`src/rtl/uart_rx_frame.sv`:
```
// Oversampled UART receiver: 2-flop synchroniser, 3-sample majority vote, parity/framing/overrun status.
// Latency: word valid one Clk after the final stop-bit decision tick (~half a bit before frame end).
// Backpressure: single output register; a frame completing while the held word is unaccepted is dropped and flagged as overrun.
module uart_rx_frame #(
    parameter int DATA_BITS     = 8,
    parameter int PARITY        = 0,
    parameter int STOP_BITS     = 1,
    parameter int SYSCLOCK_FREQ = 100000000,
    parameter int BAUDRATE      = 9600,
    parameter int OVERSAMPLE    = 16
) (
    input  logic                 Clk,
    input  logic                 Rst,
    input  logic                 Rx_In,
    input  logic                 Rx_Ready,
    output logic                 Rx_Valid,
    output logic [DATA_BITS-1:0] Rx_Data_Out,
    output logic [2:0]           Rx_Error,
    output logic                 RTS
);

    localparam int TICK_DIV = SYSCLOCK_FREQ / (BAUDRATE * OVERSAMPLE);
    localparam int TW       = (TICK_DIV > 2) ? $clog2(TICK_DIV) : 1;
    localparam int SW       = $clog2(OVERSAMPLE);
    localparam int BW       = $clog2(DATA_BITS);

    localparam logic [TW-1:0] TICK_LAST = TW'(TICK_DIV - 1);
    localparam logic [SW-1:0] SAMP_LAST = SW'(OVERSAMPLE - 1);
    localparam logic [SW-1:0] SAMP_A    = SW'(OVERSAMPLE / 2 - 1);
    localparam logic [SW-1:0] SAMP_B    = SW'(OVERSAMPLE / 2);
    localparam logic [SW-1:0] SAMP_C    = SW'(OVERSAMPLE / 2 + 1);
    localparam logic [BW-1:0] BIT_LAST  = BW'(DATA_BITS - 1);
    localparam logic          STOP_LAST = 1'(STOP_BITS - 1);

    generate
        if (TICK_DIV < 2) begin : g_bad_tick_div
            $error("uart_rx_frame: TICK_DIV must be at least 2");
        end
        if (DATA_BITS < 5 || DATA_BITS > 9) begin : g_bad_data_bits
            $error("uart_rx_frame: DATA_BITS must be 5..9");
        end
        if (PARITY < 0 || PARITY > 2) begin : g_bad_parity
            $error("uart_rx_frame: PARITY must be 0, 1 or 2");
        end
        if (STOP_BITS != 1 && STOP_BITS != 2) begin : g_bad_stop_bits
            $error("uart_rx_frame: STOP_BITS must be 1 or 2");
        end
        if (OVERSAMPLE != 8 && OVERSAMPLE != 16) begin : g_bad_oversample
            $error("uart_rx_frame: OVERSAMPLE must be 8 or 16");
        end
    endgenerate

    typedef enum logic [2:0] {
        S_IDLE   = 3'd0,
        S_START  = 3'd1,
        S_DATA   = 3'd2,
        S_PARITY = 3'd3,
        S_STOP   = 3'd4
    } state_t;

    state_t                 state;
    state_t                 next_state;
    logic                   sync1;
    logic                   rxs;
    logic                   armed;
    logic [TW-1:0]          tick_cnt;
    logic                   tick;
    logic [SW-1:0]          samp_cnt;
    logic                   samp_a;
    logic                   samp_b;
    logic [BW-1:0]          bit_cnt;
    logic                   stop_cnt;
    logic [DATA_BITS-1:0]   shreg;
    logic                   par_flag;
    logic                   frm_flag;

    logic                   start_det;
    logic                   decide;
    logic                   maj;
    logic                   exp_par;
    logic                   complete;
    logic                   frm_final;

    // Two-flop synchroniser for the asynchronous line; resets to the idle level.
    always_ff @(posedge Clk) begin
        if (Rst) begin
            sync1 <= 1'b1;
            rxs   <= 1'b1;
        end else begin
            sync1 <= Rx_In;
            rxs   <= sync1;
        end
    end

    // State register.
    always_ff @(posedge Clk) begin
        if (Rst) begin
            state <= S_IDLE;
        end else begin
            state <= next_state;
        end
    end

    // Next-state logic: all transitions out of a bit happen at that bit's decision tick.
    always_comb begin
        next_state = state;
        case (state)
            S_IDLE:   if (start_det) next_state = S_START;
            S_START:  if (decide) next_state = maj ? S_IDLE : S_DATA;
            S_DATA:   if (decide && bit_cnt == BIT_LAST) next_state = (PARITY != 0) ? S_PARITY : S_STOP;
            S_PARITY: if (decide) next_state = S_STOP;
            S_STOP:   if (decide && stop_cnt == STOP_LAST) next_state = S_IDLE;
            default:  next_state = S_IDLE;
        endcase
    end

    // Decode of tick, bit decision, majority vote and frame completion.
    always_comb begin
        tick      = (tick_cnt == TICK_LAST);
        start_det = (state == S_IDLE) && !rxs && armed;
        decide    = (state != S_IDLE) && tick && (samp_cnt == SAMP_C);
        maj       = (samp_a & samp_b) | (samp_a & rxs) | (samp_b & rxs);
        exp_par   = (PARITY == 1) ? ~^shreg : ^shreg;
        complete  = (state == S_STOP) && decide && (stop_cnt == STOP_LAST);
        frm_final = frm_flag | !maj;
    end

    // Tick and sample counters; held at zero in IDLE so bit phase starts at the detected falling edge.
    always_ff @(posedge Clk) begin
        if (Rst || state == S_IDLE) begin
            tick_cnt <= '0;
            samp_cnt <= '0;
        end else if (tick) begin
            tick_cnt <= '0;
            samp_cnt <= (samp_cnt == SAMP_LAST) ? '0 : samp_cnt + 1'b1;
        end else begin
            tick_cnt <= tick_cnt + 1'b1;
        end
    end

    // Capture the first two of the three vote samples; the third is the live line at the decision tick.
    always_ff @(posedge Clk) begin
        if (Rst) begin
            samp_a <= 1'b1;
            samp_b <= 1'b1;
        end else if (tick) begin
            if (samp_cnt == SAMP_A) samp_a <= rxs;
            if (samp_cnt == SAMP_B) samp_b <= rxs;
        end
    end

    // Frame datapath: data shift register, bit/stop counters and per-frame error flags.
    always_ff @(posedge Clk) begin
        if (Rst) begin
            bit_cnt  <= '0;
            stop_cnt <= 1'b0;
            shreg    <= '0;
            par_flag <= 1'b0;
            frm_flag <= 1'b0;
        end else begin
            if (state != S_DATA)  bit_cnt <= '0;
            else if (decide)      bit_cnt <= bit_cnt + 1'b1;

            if (state != S_STOP)  stop_cnt <= 1'b0;
            else if (decide)      stop_cnt <= 1'b1;

            if (state == S_DATA && decide) shreg <= {maj, shreg[DATA_BITS-1:1]};

            if (start_det)                            par_flag <= 1'b0;
            else if (state == S_PARITY && decide)     par_flag <= (maj != exp_par);

            if (start_det)                            frm_flag <= 1'b0;
            else if (state == S_STOP && decide && !maj) frm_flag <= 1'b1;
        end
    end

    // Arming: a bad stop bit disarms start detection until the line is seen high in IDLE.
    always_ff @(posedge Clk) begin
        if (Rst) begin
            armed <= 1'b0;
        end else if (state == S_STOP && decide && !maj) begin
            armed <= 1'b0;
        end else if (state == S_IDLE && rxs) begin
            armed <= 1'b1;
        end
    end

    // Output register with valid/ready handshake; a completion that cannot load only raises overrun.
    always_ff @(posedge Clk) begin
        if (Rst) begin
            Rx_Valid    <= 1'b0;
            Rx_Data_Out <= '0;
            Rx_Error    <= 3'b000;
        end else if (complete) begin
            if (!Rx_Valid || Rx_Ready) begin
                Rx_Valid    <= 1'b1;
                Rx_Data_Out <= shreg;
                Rx_Error    <= {1'b0, frm_final, par_flag};
            end else begin
                Rx_Error[2] <= 1'b1;
            end
        end else if (Rx_Valid && Rx_Ready) begin
            Rx_Valid <= 1'b0;
            Rx_Error <= 3'b000;
        end
    end

    assign RTS = !Rx_Valid;

endmodule

```
`config.mk`:
```
export PLATFORM = sky130hd
export DESIGN_NAME = uart_rx_frame
export DESIGN_NICKNAME = d
export VERILOG_FILES = /design/src/rtl/uart_rx_frame.sv
export SDC_FILE = /design/constraint.sdc
export NUM_CORES = 1
export LEC_CHECK = 0
export CAP_MARGIN = 30
export CORE_MARGIN = 10
export CORE_UTILIZATION = 60
export CTS_CLUSTER_SIZE = 14
export DETAILED_ROUTE_END_ITERATION = 6
export PLACE_DENSITY = 0.8
export SETUP_SLACK_MARGIN = 0.15
export SLEW_MARGIN = 10
export SYNTH_ARGS = -nofsm -noshare
export SYNTH_HDL_FRONTEND = slang
export SYNTH_SLANG_ARGS = --single-unit
```
`constraint.sdc`:
```
create_clock -name Clk -period 3.7 [get_ports Clk]
set_input_delay 0.555 -clock Clk [delete_from_list [all_inputs] [get_ports Clk]]
set_output_delay 0.555 -clock Clk [all_outputs]
set_load 0.1 [all_outputs]
```
# --- After elaboration in Yosys (flattened, before gate mapping) ---
# Index checks and enable logic that the tools add are counted.
word_totals:
  romBits: 0
  n_memories: 0
  inputBits: 4
  ram_bits: 0
  output_inout_bits: 13
  latchBits: 0
  regBits: 48
classes:
  div_mod_pow: 0
  n_mul: 0
  order_cmp: 0
  n_mux: 15
  n_addsub: 3
  eq_ne: 19
  bitwise_logic: 7
  shift: 0
  reduce_logical: 32
ops:
  columns: ["operator", "count"]
  rows:
  - ["$mux W3", 7]
  - ["$pmux W3 S5", 1]
  - ["$logic_and A1 B1 Y1", 13]
  - ["$eq A4 B4 Y1 const B", 3]
  - ["$add A10 B1 Y10 const B", 1]
  - ["$eq A10 B10 Y1 const B", 1]
  - ["$ne A2 B2 Y1 const B", 5]
  - ["$reduce_or A2 Y1", 5]
  - ["$reduce_and A2 Y1", 4]
  - ["$reduce_xor A8 Y1", 1]
  - ["$eq A3 B2 Y1 const B", 2]
  - ["$eq A3 B3 Y1 const B", 2]
  - ["$reduce_and A5 Y1", 1]
  - ["$add A4 B1 Y4 const B", 1]
  - ["$eq A4 B3 Y1 const B", 1]
  - ["$mux W1", 4]
  - ["$mux W2", 2]
  - ["$mux W4", 1]
  - ["$add A3 B1 Y3 const B", 1]
  - ["$and A1 B1 Y1", 3]
  - ["$eq A3 B1 Y1 const B", 1]
  - ["$logic_not A1 Y1", 3]
  - ["$logic_not A3 Y1", 1]
  - ["$ne A3 B2 Y1 const B", 1]
  - ["8 further kinds", 11]

# --- Longest topological paths before layout ---
# Gate-level depths: netlist of run 1.
depth:
  ltp_word: 7
  ltp_mapped: 8

# --- Least setup slack after synthesis of run 1 ---
# No wires, ideal clock.
synth_path:
  path_kind: "flip-flop to flip-flop"
  start: "register Rx_Valid"
  end: "register Rx_Data_Out[0]"
  setup_ps: 128
  path_slack_ps: 1052
  path_buffers: 1
  period_less_slack_ps: 2648
  arrival_time_ps: 2521
  stages_incl_launch_ff: 7
  cell_sequence: "dfxtp_1 -> inv_1 -> nor2_1 -> nor4b_2 -> buf_4 -> mux2i_1 -> nor2_1"
synth_between:
  elab_chain_cells: 3
synth_rtl:
  columns: ["element", "line_no", "source"]
  rows:
  - ["start, declared", "16", "output logic Rx_Valid,"]
  - ["start signal, assigned", "191", "Rx_Valid <= 1'b0;"]
  - ["start signal, assigned", "196", "Rx_Valid <= 1'b1;"]
  - ["start signal, assigned", "203", "Rx_Valid <= 1'b0;"]
  - ["$logic_not A1 Y1", null, null]
  - ["via RTS", "19", "output logic RTS"]
  - ["$logic_or A1 B1 Y1", "195", "if (!Rx_Valid || Rx_Ready) begin"]
  - ["$reduce_and A2 Y1 (no line)", null, null]
  - ["end signal, assigned", "197", "Rx_Data_Out <= shreg;"]
  - ["end, declared", "17", "output logic [DATA_BITS-1:0] Rx_Data_Out,"]
# The timed path passes the listed nets, and every way through them passes these cells.
# A chain may end at the register's enable or synchronous reset.

# --- Worst setup path in the final report of run 1 ---
layout_path:
  start: "register Rx_Valid"
  end: "output RTS"
layout_between:
  elab_chain_cells: 1
layout_rtl:
  columns: ["element", "line_no", "source"]
  rows:
  - ["$logic_not A1 Y1", "208", "assign RTS = !Rx_Valid;"]
  - ["end, declared", "19", null]
# Every way passes these cells.

==> impl_metrics.env, run 1 <==
export IMPL_status="finished clean"
export IMPL_min_period_over_period_pct=68.96
export IMPL_grt_pass1_wl_mm=6.775
export IMPL_cts_path_max_buffers=2
export IMPL_path_class="reg2out"
export IMPL_setup_viol=0
export IMPL_grt_overflow_total=0
export IMPL_grt_max_degree=34
export IMPL_hold_violations=0
export IMPL_dp_hpwl_mm=2.919
export IMPL_rsz0062_at_grt="no"
export IMPL_grt_pass1_vias=1512
export IMPL_clockRootBuffer="clkbuf_4"
export IMPL_area_delta_synth_final_pct=13.30
export IMPL_ir_drop_mv=0.3186
export IMPL_worst_path_max_fanout=5
export IMPL_yosysWarningCount=0
export IMPL_synth_cells=221
export IMPL_skew_ns=0.009025
export IMPL_finalCriticalPeriod_ns=2.551
export IMPL_setup_worst_path_start_class="flip-flop"
export IMPL_numCtsBuffers=5
export IMPL_end_kind="output pin"
export IMPL_antenna_found_initial=0
export IMPL_cts_resized=0
export IMPL_drc_errors=0
export IMPL_p_per_area_nw_per_um2=361.8
export IMPL_drive_gt1_share_pct=7.950
export IMPL_final_common_cell="dfxtp_1"
export IMPL_startpoint="Rx_Valid"
export IMPL_die_w_um=79.40
export IMPL_synth_fa_ha_area_share_pct=4.610
export IMPL_relSlewSlack_pct=33.65
export IMPL_hp_class="reg2reg"
export IMPL_layout_setup_ws_ns=1.149
export IMPL_die_area_um2=6304
export IMPL_io_buffers=16
export IMPL_synthMuxAreaShare_pct=10.40
export IMPL_wl_per_cell_um=13.84
export IMPL_rrSetupSlack_ns=1.48
export IMPL_postCtsSetupRepairBufs=0
export IMPL_n_antenna_cell=0
export IMPL_reg2reg_to="shreg[3]"
export IMPL_finalSetupTns_ns=0
export IMPL_p_leak_nw=0.8934
export IMPL_design_area_um2=2399
export IMPL_dp_slack_ns=1.487
export IMPL_timing_fmax_ghz=0.3919
export IMPL_clock_sinks=48
export IMPL_critPathCapture="RTS"
export IMPL_mostFrequentLayoutCells="48 x dfxtp_1, 39 x nor2_1, 22 x mux2i_1"
export IMPL_initial_core_util_pct=62.95
export IMPL_fp_dieH_um=79.40
export IMPL_gp_congestion=0.8340
export IMPL_cts_tree="built"
export IMPL_drtAntennaViolNets=0
export IMPL_clock_latency_ns=0.36
export IMPL_clk_pin_slew_ns=0.14
export IMPL_final_nets=249
export IMPL_synth_simple_area_share_pct=23.29
export IMPL_required_ns=3.14
export IMPL_cp_arrival_ns=2.00
export IMPL_via_count=1526
export IMPL_dpl_instance_area_um2=2308
export IMPL_syn_mean_instance_area_um2=9.579
export IMPL_r2r_start="tick_cnt[0]"
export IMPL_ys_seq_area_share_pct=45.39
export IMPL_syn_cell_area_um2=2117
export IMPL_synth_top_family_by_area="simple AND/OR/NAND/NOR gates"
export IMPL_core_region_area_um2=3363
export IMPL_reg2reg_depth=7
export IMPL_hold_depth=1
export IMPL_ctsHoldBuffers=0
export IMPL_drv_cap=0
export IMPL_fp_row_count=21
export IMPL_grt_total_usage_pct=13.01
export IMPL_synth_compound_area_share_pct=5.615
export IMPL_pin_count=17
export IMPL_synth_cell_types=40
export IMPL_synth_seq_cells=48
export IMPL_drt_wl_total_mm=3.943
export IMPL_synthXorXnorAreaFrac_pct=7.683
export IMPL_tightest_slew_ns=0.9922
export IMPL_drv_slew=0
export IMPL_syn_num_nets=232
export IMPL_fillers=275
export IMPL_htreeDepth=2
export IMPL_drt_pass1_iter_count=4
export IMPL_routed_via_density=5.354
export IMPL_drt_iter0_markers=122
-- routing by layer --
metal | share of wire [%] | routed length, µm | vias up | GRT usage, %
met1 | 44 | 1744 | 716 | 14.87
met2 | 50 | 1978 | 22 | 21.62
met3 | 4.5 | 177 | 4 | 5.293
li1 | - | - | 784 | -
met4 | 1.1 | 43 | 0 | 4.122
met5 | 0 | 0 | - | 0
-- logic make-up after synthesis --
logic type | count (synthesis)
DFF | 48
AOI/OAI and AO/OA | 20
buffers and inverters | 14
adders and majority gates | 8
and+or+nand+nor | 92
muxes | 22
xor gates and xnor gates | 17
-- final cells by class --
cell class	count	area [µm²]	share of cell area, %
repair buffers	18	175.2	7.303
flip-flops and latches	48	960.9	40.06
clock inverters	2	38.79	1.617
multi-input cells	159	1092	45.54
inverters	6	22.52	0.9390
clock buffers	6	51.30	2.139
well taps	46	57.56	2.400
-- synthesized netlist by cell type, drive strengths merged --
| library cell | count | area, µm² |
|---|---|---|
| dfxtp | 48 | 960.9 |
| nor2 | 39 | 146.4 |
| mux2i | 22 | 220.2 |
| xnor2 | 11 | 96.34 |
| nand2 | 10 | 37.54 |
| a21oi | 9 | 45.04 |
| nor3 | 9 | 50.05 |
| ha | 7 | 87.58 |
| clkbuf | 6 | 22.52 |
| inv | 6 | 22.52 |
| nand2b | 6 | 37.54 |
| nand3 | 6 | 30.03 |
| xor2 | 5 | 43.79 |
| o21ai | 4 | 20.02 |
| a211oi | 3 | 22.52 |
| and3 | 3 | 18.77 |
| or2 | 3 | 18.77 |
| or3 | 3 | 18.77 |
| buf | 2 | 18.77 |
| nand4bb | 2 | 38.79 |
| a311oi | 1 | 8.760 |
| and2 | 1 | 6.260 |
| and4 | 1 | 8.760 |
| maj3 | 1 | 10.01 |
| nand3b | 1 | 7.510 |
| nand4b | 1 | 8.760 |
| nor2b | 1 | 6.260 |
| nor3b | 1 | 7.510 |
| nor4 | 1 | 6.260 |
| nor4b | 1 | 15.01 |
| o211ai | 1 | 7.510 |
| o21a | 1 | 7.510 |
| o21bai | 1 | 7.510 |
| or3b | 1 | 8.760 |
| or4 | 1 | 11.26 |
| or4b | 1 | 10.01 |
| xnor3 | 1 | 22.52 |
-- flip-flops by register name, indices dropped and copies added, names as in the netlist, 3 cells and up --
register and cells:
state 3, bit_cnt 3, Rx_Error 3, samp_cnt 4, shreg 8, Rx_Data_Out 8, tick_cnt 10
-- where the power goes --
part	switching, W	total (W)	internal [W]
registers	0.00000203	0.000521	0.000519
clock network	0.000169	0.000331	0.000162
logic	0.00000897	0.0000159	0.00000690
-- worst min path at each step --
stage	endpoint	slack, ns	startpoint
floorplan	rxs	0.39	sync1
global placement	rxs	0.39	sync1
detailed placement	rxs	0.40	sync1
CTS	rxs	0.43	sync1
global route	rxs	0.45	sync1
finish	rxs	0.43	sync1
-- through the flow --
step | cells | hold slack, ns | total power [W] | utilization [%]
finish | 285 | 0.4347 | 0.0008679 | 71.32
global route | 285 | 0.4469 | 0.0008922 | 71.32
CTS | 285 | 0.4348 | 0.0008695 | 71.32
detailed placement | 277 | 0.4036 | 0.0005484 | 68.64
global placement | 277 | 0.3910 | 0.0005478 | 68.64
floorplan | 221 | 0.3895 | 0.0005416 | -
-- worst max-delay path, stage by stage, from the launching register on --
cell and delay [ns]:
dfxtp_1 0.37, inv_1 0.10, clkdlybuf4s50_1 1.16
(Power assumes the default switching activity.)
==> run 2: changes to the inputs <==
Settings changed: CORE_UTILIZATION 60 to 51, PLACE_DENSITY 0.8 to 0.72.
Clock period 3.7 ns to 2.2 ns, I/O delays scaled along.
==> impl_metrics.env, run 2 (synthesized netlist as in run 1, its figures left out) <==
export IMPL_final_common_cell="dfxtp_1"
export IMPL_p_per_area_nw_per_um2=616.8
export IMPL_timing_fmax_ghz=0.5017
export IMPL_end_kind="flip-flop"
export IMPL_drc_errors=0
export IMPL_relSlewSlack_pct=59.11
export IMPL_status="finished clean"
export IMPL_drv_slew=0
export IMPL_setup_viol=0
export IMPL_cts_path_max_buffers=2
export IMPL_final_seq_area_um2=968.4
export IMPL_multi_input_area_um2=1129
export IMPL_min_period_over_period_pct=90.59
export IMPL_dp_hpwl_mm=2.615
export IMPL_reg2reg_depth=8
export IMPL_top_register="tick_cnt"
export IMPL_n_antenna_cell=0
export IMPL_fillers=350
export IMPL_cp_arrival_ns=2.19
export IMPL_io_buffers=16
export IMPL_p_leak_nw=0.9765
export IMPL_drtAntennaViolNets=0
export IMPL_drv_cap=0
export IMPL_r2r_start="samp_cnt[1]"
export IMPL_wl_per_cell_um=12.69
export IMPL_total_power_w=0.001550
export IMPL_required_ns=2.40
export IMPL_worst_path_max_fanout=8
export IMPL_reg_top3="tick_cnt x10, Rx_Data_Out x8, shreg x8"
export IMPL_antenna_found_initial=0
export IMPL_reg2reg_to="Rx_Data_Out[1]"
export IMPL_routed_via_density=5.134
export IMPL_fp_row_count=23
export IMPL_p_int_w=0.001227
export IMPL_rrSetupSlack_ns=0.21
export IMPL_fp_dieH_um=84.43
export IMPL_numCtsBuffers=5
export IMPL_grt_overflow_total=0
export IMPL_finalSetupTns_ns=0
export IMPL_hp_class="reg2reg"
export IMPL_skew_ns=0.006999
export IMPL_pin_count=17
export IMPL_dp_slack_ns=0.08969
export IMPL_pwr_share_seq_pct=56.3
export IMPL_startpoint="samp_cnt[1]"
export IMPL_layout_setup_ws_ns=0.2070
export IMPL_dpl_instance_area_um2=2341
export IMPL_path_cells="inv_1 -> ha_1 -> nand3b_1 -> or4_4 -> nor4b_4 -> buf_6 -> mux2i_1 -> nor2_1"
export IMPL_drive_gt1_share_pct=20.16
export IMPL_grt_pass1_wl_mm=6.589
export IMPL_gp_congestion=0.8298
export IMPL_clock_latency_ns=0.31
export IMPL_p_comb_share_pct=1.9
export IMPL_hold_violations=0
export IMPL_p_sw_w=0.0003233
export IMPL_via_count=1530
export IMPL_design_area_um2=2514
export IMPL_mostFrequentLayoutCells="44 x dfxtp_1, 39 x nor2_1, 23 x buf_4"
export IMPL_core_region_area_um2=4000
export IMPL_clk_pin_slew_ns=0.09
export IMPL_final_nets=258
export IMPL_critPathCapture="Rx_Data_Out[1]"
export IMPL_clockRootBuffer="clkbuf_8"
export IMPL_ir_drop_mv=0.4041
export IMPL_crit_slowest_cell="or4_4"
export IMPL_finalCriticalPeriod_ns=1.993
export IMPL_max_stage_delay_ns=0.48
export IMPL_tightest_slew_ns=0.6087
export IMPL_rsz0062_at_grt="yes"
export IMPL_drt_wl_total_mm=3.782
export IMPL_drt_pass1_iter_count=7
export IMPL_clock_sinks=48
export IMPL_grt_pass1_vias=1438
export IMPL_largest_reg_flops=10
export IMPL_grt_max_degree=33
export IMPL_path_class="reg2reg"
export IMPL_p_clk_share_pct=41.8
export IMPL_setup_worst_path_start_class="flip-flop"
export IMPL_area_delta_synth_final_pct=18.74
export IMPL_die_w_um=84.43
export IMPL_drt_iter0_markers=146
export IMPL_switching_share_pct=20.85
export IMPL_initial_core_util_pct=52.92
export IMPL_cts_tree="built"
export IMPL_finish_utilization_pct=62.84
export IMPL_htreeDepth=2
export IMPL_die_area_um2=7128
export IMPL_grt_total_usage_pct=11.00
-- run 2: critical path, delay by kind of cell, from the launching register on --
family	cells	cell delay, ns
buf+inv	2	0.27
fa+ha+maj	1	0.14
flops	1	0.34
mux	1	0.21
simple gates	4	0.90
-- run 2: power by group through the flow --
stage          Combinational [W]  Clock, W  Sequential [W]
6_report               0.0000295  0.000648        0.000873
5_1_grt                0.0000331  0.000699        0.000874
4_1_cts                0.0000296  0.000668        0.000873
3_5_place_dp           0.0000291         0        0.000893
3_3_place_gp           0.0000294         0        0.000893
2_1_floorplan          0.0000160         0        0.000894
-- run 2: worst min-delay path by stage --
stage | start | to | slack [ns] | depth (start not counted)
finish | sync1 | rxs | 0.41 | 1
global route | sync1 | rxs | 0.43 | 1
CTS | sync1 | rxs | 0.42 | 1
detailed placement | sync1 | rxs | 0.40 | 1
global placement | sync1 | rxs | 0.40 | 1
floorplan | sync1 | rxs | 0.39 | 1
-- run 2: area by class of cell --
cell class,instances,area share (%)
tap,50,2.489
sequential,48,38.53
timing repair buffer,27,8.512
clock inverter,3,1.792
clock buffer,5,2.738
multi-input combinational,159,44.90
inverter,6,1.045
-- run 2: per-stage QoR --
stage               instances  hold slack (ns)
floorplan                 221           0.3895
global placement          288           0.4014
detailed placement        288           0.3975
CTS                       298           0.4183
global route              298           0.4293
finish                    298           0.4089
-- run 2: metal layers --
metal  GRT usage [%]  wire, µm  vias up
li1                -         -      801
met2           17.77      1853       17
met3           3.865       124        5
met1           12.96      1743      707
met5               0         0        -
met4           4.491        60        0
-- run 2: timing repair --
action | in CTS | in global routing
setup endpoints to repair | 15 | 18
hold buffers | 0 | 0
cloned | 0 | 0
pin swaps | 4 | 5
resized for setup | 6 | 5
buffers inserted | 2 | 0
==> run 3: changes to the inputs <==
Settings changed: CORE_UTILIZATION 51 to 25, PLACE_DENSITY 0.72 to 0.4.
==> impl_metrics.env, run 3 (synthesized netlist as in run 1, its figures left out) <==
export IMPL_status="finished clean"
export IMPL_pin_count=17
export IMPL_grt_total_usage_pct=7.160
export IMPL_drt_pass1_iter_count=4
export IMPL_setup_viol=0
export IMPL_cp_arrival_ns=2.23
export IMPL_fp_row_count=33
export IMPL_layout_setup_ws_ns=0.1586
export IMPL_gp_congestion=0.7229
export IMPL_p_leak_nw=0.9917
export IMPL_via_count=1531
export IMPL_grt_util_met1_pct=8.852
export IMPL_grt_pass1_wl_mm=7.645
export IMPL_tightest_slew_ns=0.4993
export IMPL_core_region_area_um2=8217
export IMPL_hp_class="reg2reg"
export IMPL_use_met2_pct=11.73
export IMPL_drt_wl_total_mm=4.393
export IMPL_finish_utilization_pct=31.57
export IMPL_reg2reg_depth=8
export IMPL_worst_path_max_fanout=8
export IMPL_grt_pass1_vias=1577
export IMPL_path_class="reg2reg"
export IMPL_hold_depth=1
export IMPL_n_antenna_cell=0
export IMPL_relSlewSlack_pct=66.46
export IMPL_hold_violations=0
export IMPL_end_kind="flip-flop"
export IMPL_die_area_um2=12550
export IMPL_clock_sinks=48
export IMPL_skew_ns=0.01245
export IMPL_wl_per_cell_um=12.34
export IMPL_required_ns=2.39
export IMPL_clk_pin_slew_ns=0.10
export IMPL_numCtsBuffers=5
export IMPL_finalCriticalPeriod_ns=2.041
export IMPL_clockRootBuffer="clkbuf_8"
export IMPL_final_common_cell="dfxtp_1"
export IMPL_drt_iter0_markers=38
export IMPL_cts_tree="built"
export IMPL_area_delta_synth_final_pct=22.52
export IMPL_grt_overflow_total=0
export IMPL_grt_max_degree=33
export IMPL_drtAntennaViolNets=0
export IMPL_initial_core_util_pct=25.77
export IMPL_ctsHoldBuffers=0
export IMPL_largest_reg_flops=10
export IMPL_grt_use_met3_pct=2.183
export IMPL_min_period_over_period_pct=92.79
export IMPL_setup_worst_path_start_class="flip-flop"
export IMPL_finalSetupTns_ns=0
export IMPL_antenna_found_initial=0
export IMPL_p_per_area_nw_per_um2=587.4
export IMPL_clock_latency_ns=0.30
export IMPL_busiest_layer="met2"
export IMPL_routed_via_density=4.301
export IMPL_dp_slack_ns=0.04658
export IMPL_io_buffers=16
export IMPL_drv_cap=0
export IMPL_htreeDepth=2
export IMPL_drive_gt1_share_pct=21.12
export IMPL_dp_hpwl_mm=3.198
export IMPL_rrSetupSlack_ns=0.16
export IMPL_final_nets=261
export IMPL_fillers=885
export IMPL_drv_slew=0
export IMPL_top_register="tick_cnt"
export IMPL_drc_errors=0
export IMPL_reg_top3="tick_cnt x10, Rx_Data_Out x8, shreg x8"
export IMPL_timing_fmax_ghz=0.4899
export IMPL_fp_dieH_um=112.0
export IMPL_die_w_um=112.0
export IMPL_rsz0062_at_grt="yes"
export IMPL_mostFrequentLayoutCells="43 x dfxtp_1, 39 x nor2_1, 26 x buf_4"
export IMPL_cts_path_max_buffers=2
export IMPL_ir_drop_mv=0.2271
## run 3: path summary, 6_finish.rpt
| check | start | end |
|---|---|---|
| max | samp_cnt[1] | Rx_Data_Out[4] |
| min | sync1 | rxs |
| max reg2reg | samp_cnt[1] | Rx_Data_Out[4] |
| min reg2reg | sync1 | rxs |
## run 3: what timing repair did
| item | CTS | global route |
|---|---|---|
| buffers inserted | 0 | 1 |
| gates resized for setup | 2 | 8 |
| pin swaps | 0 | 5 |
| setup endpoints to repair | 16 | 16 |
## run 3: routing by layer
metal | wire length (µm) | share of wire (%)
met5 | 0 | 0
met4 | 28 | 0.64
met3 | 118 | 2.7
met2 | 2102 | 48
met1 | 2144 | 49
## run 3: cell type report
class                           count  area (µm²)  share of cell area (%)
Multi-Input combinational cell    159        1119                   43.13
Sequential cell                    48       969.7                   37.39
Timing Repair Buffer               30       236.5                   9.117
Tap cell                          105       131.4                   5.065
Clock buffer                        6       93.84                   3.618
Inverter                            6       26.28                   1.013
Clock inverter                      2       17.52                  0.6753
## run 3: stage by stage
| stage | cells | hold WS (ns) | total power (W) | area (µm²) |
|---|---|---|---|---|
| final | 356 | 0.4209 | 0.001524 | 2594 |
| after global routing | 356 | 0.4356 | 0.001591 | 2594 |
| after CTS | 355 | 0.4257 | 0.001560 | 2557 |
| after detailed placement | 347 | 0.4072 | 0.0009254 | 2440 |
| after global placement | 347 | 0.3927 | 0.0009262 | 2440 |
| after floorplan | 221 | 0.3895 | 0.0009097 | 2125 |
## run 3: where the power goes
part | leakage [nW] | switching (W) | total (W) | internal, W
clock network | 0.0565 | 0.000322 | 0.000619 | 0.000297
logic | 0.545 | 0.0000180 | 0.0000317 | 0.0000137
registers | 0.390 | 0.00000203 | 0.000873 | 0.000871
total | 0.992 | 0.000342 | 0.00152 | 0.00118
## run 3: worst max-delay path, stage by stage, from the launching register on
cell and delay (ns):
dfxtp_2 0.33, inv_2 0.07, ha_4 0.12, nand3b_1 0.10, or4_4 0.55, nor4b_4 0.30
buf_6 0.20, mux2i_1 0.19, nor2_1 0.06
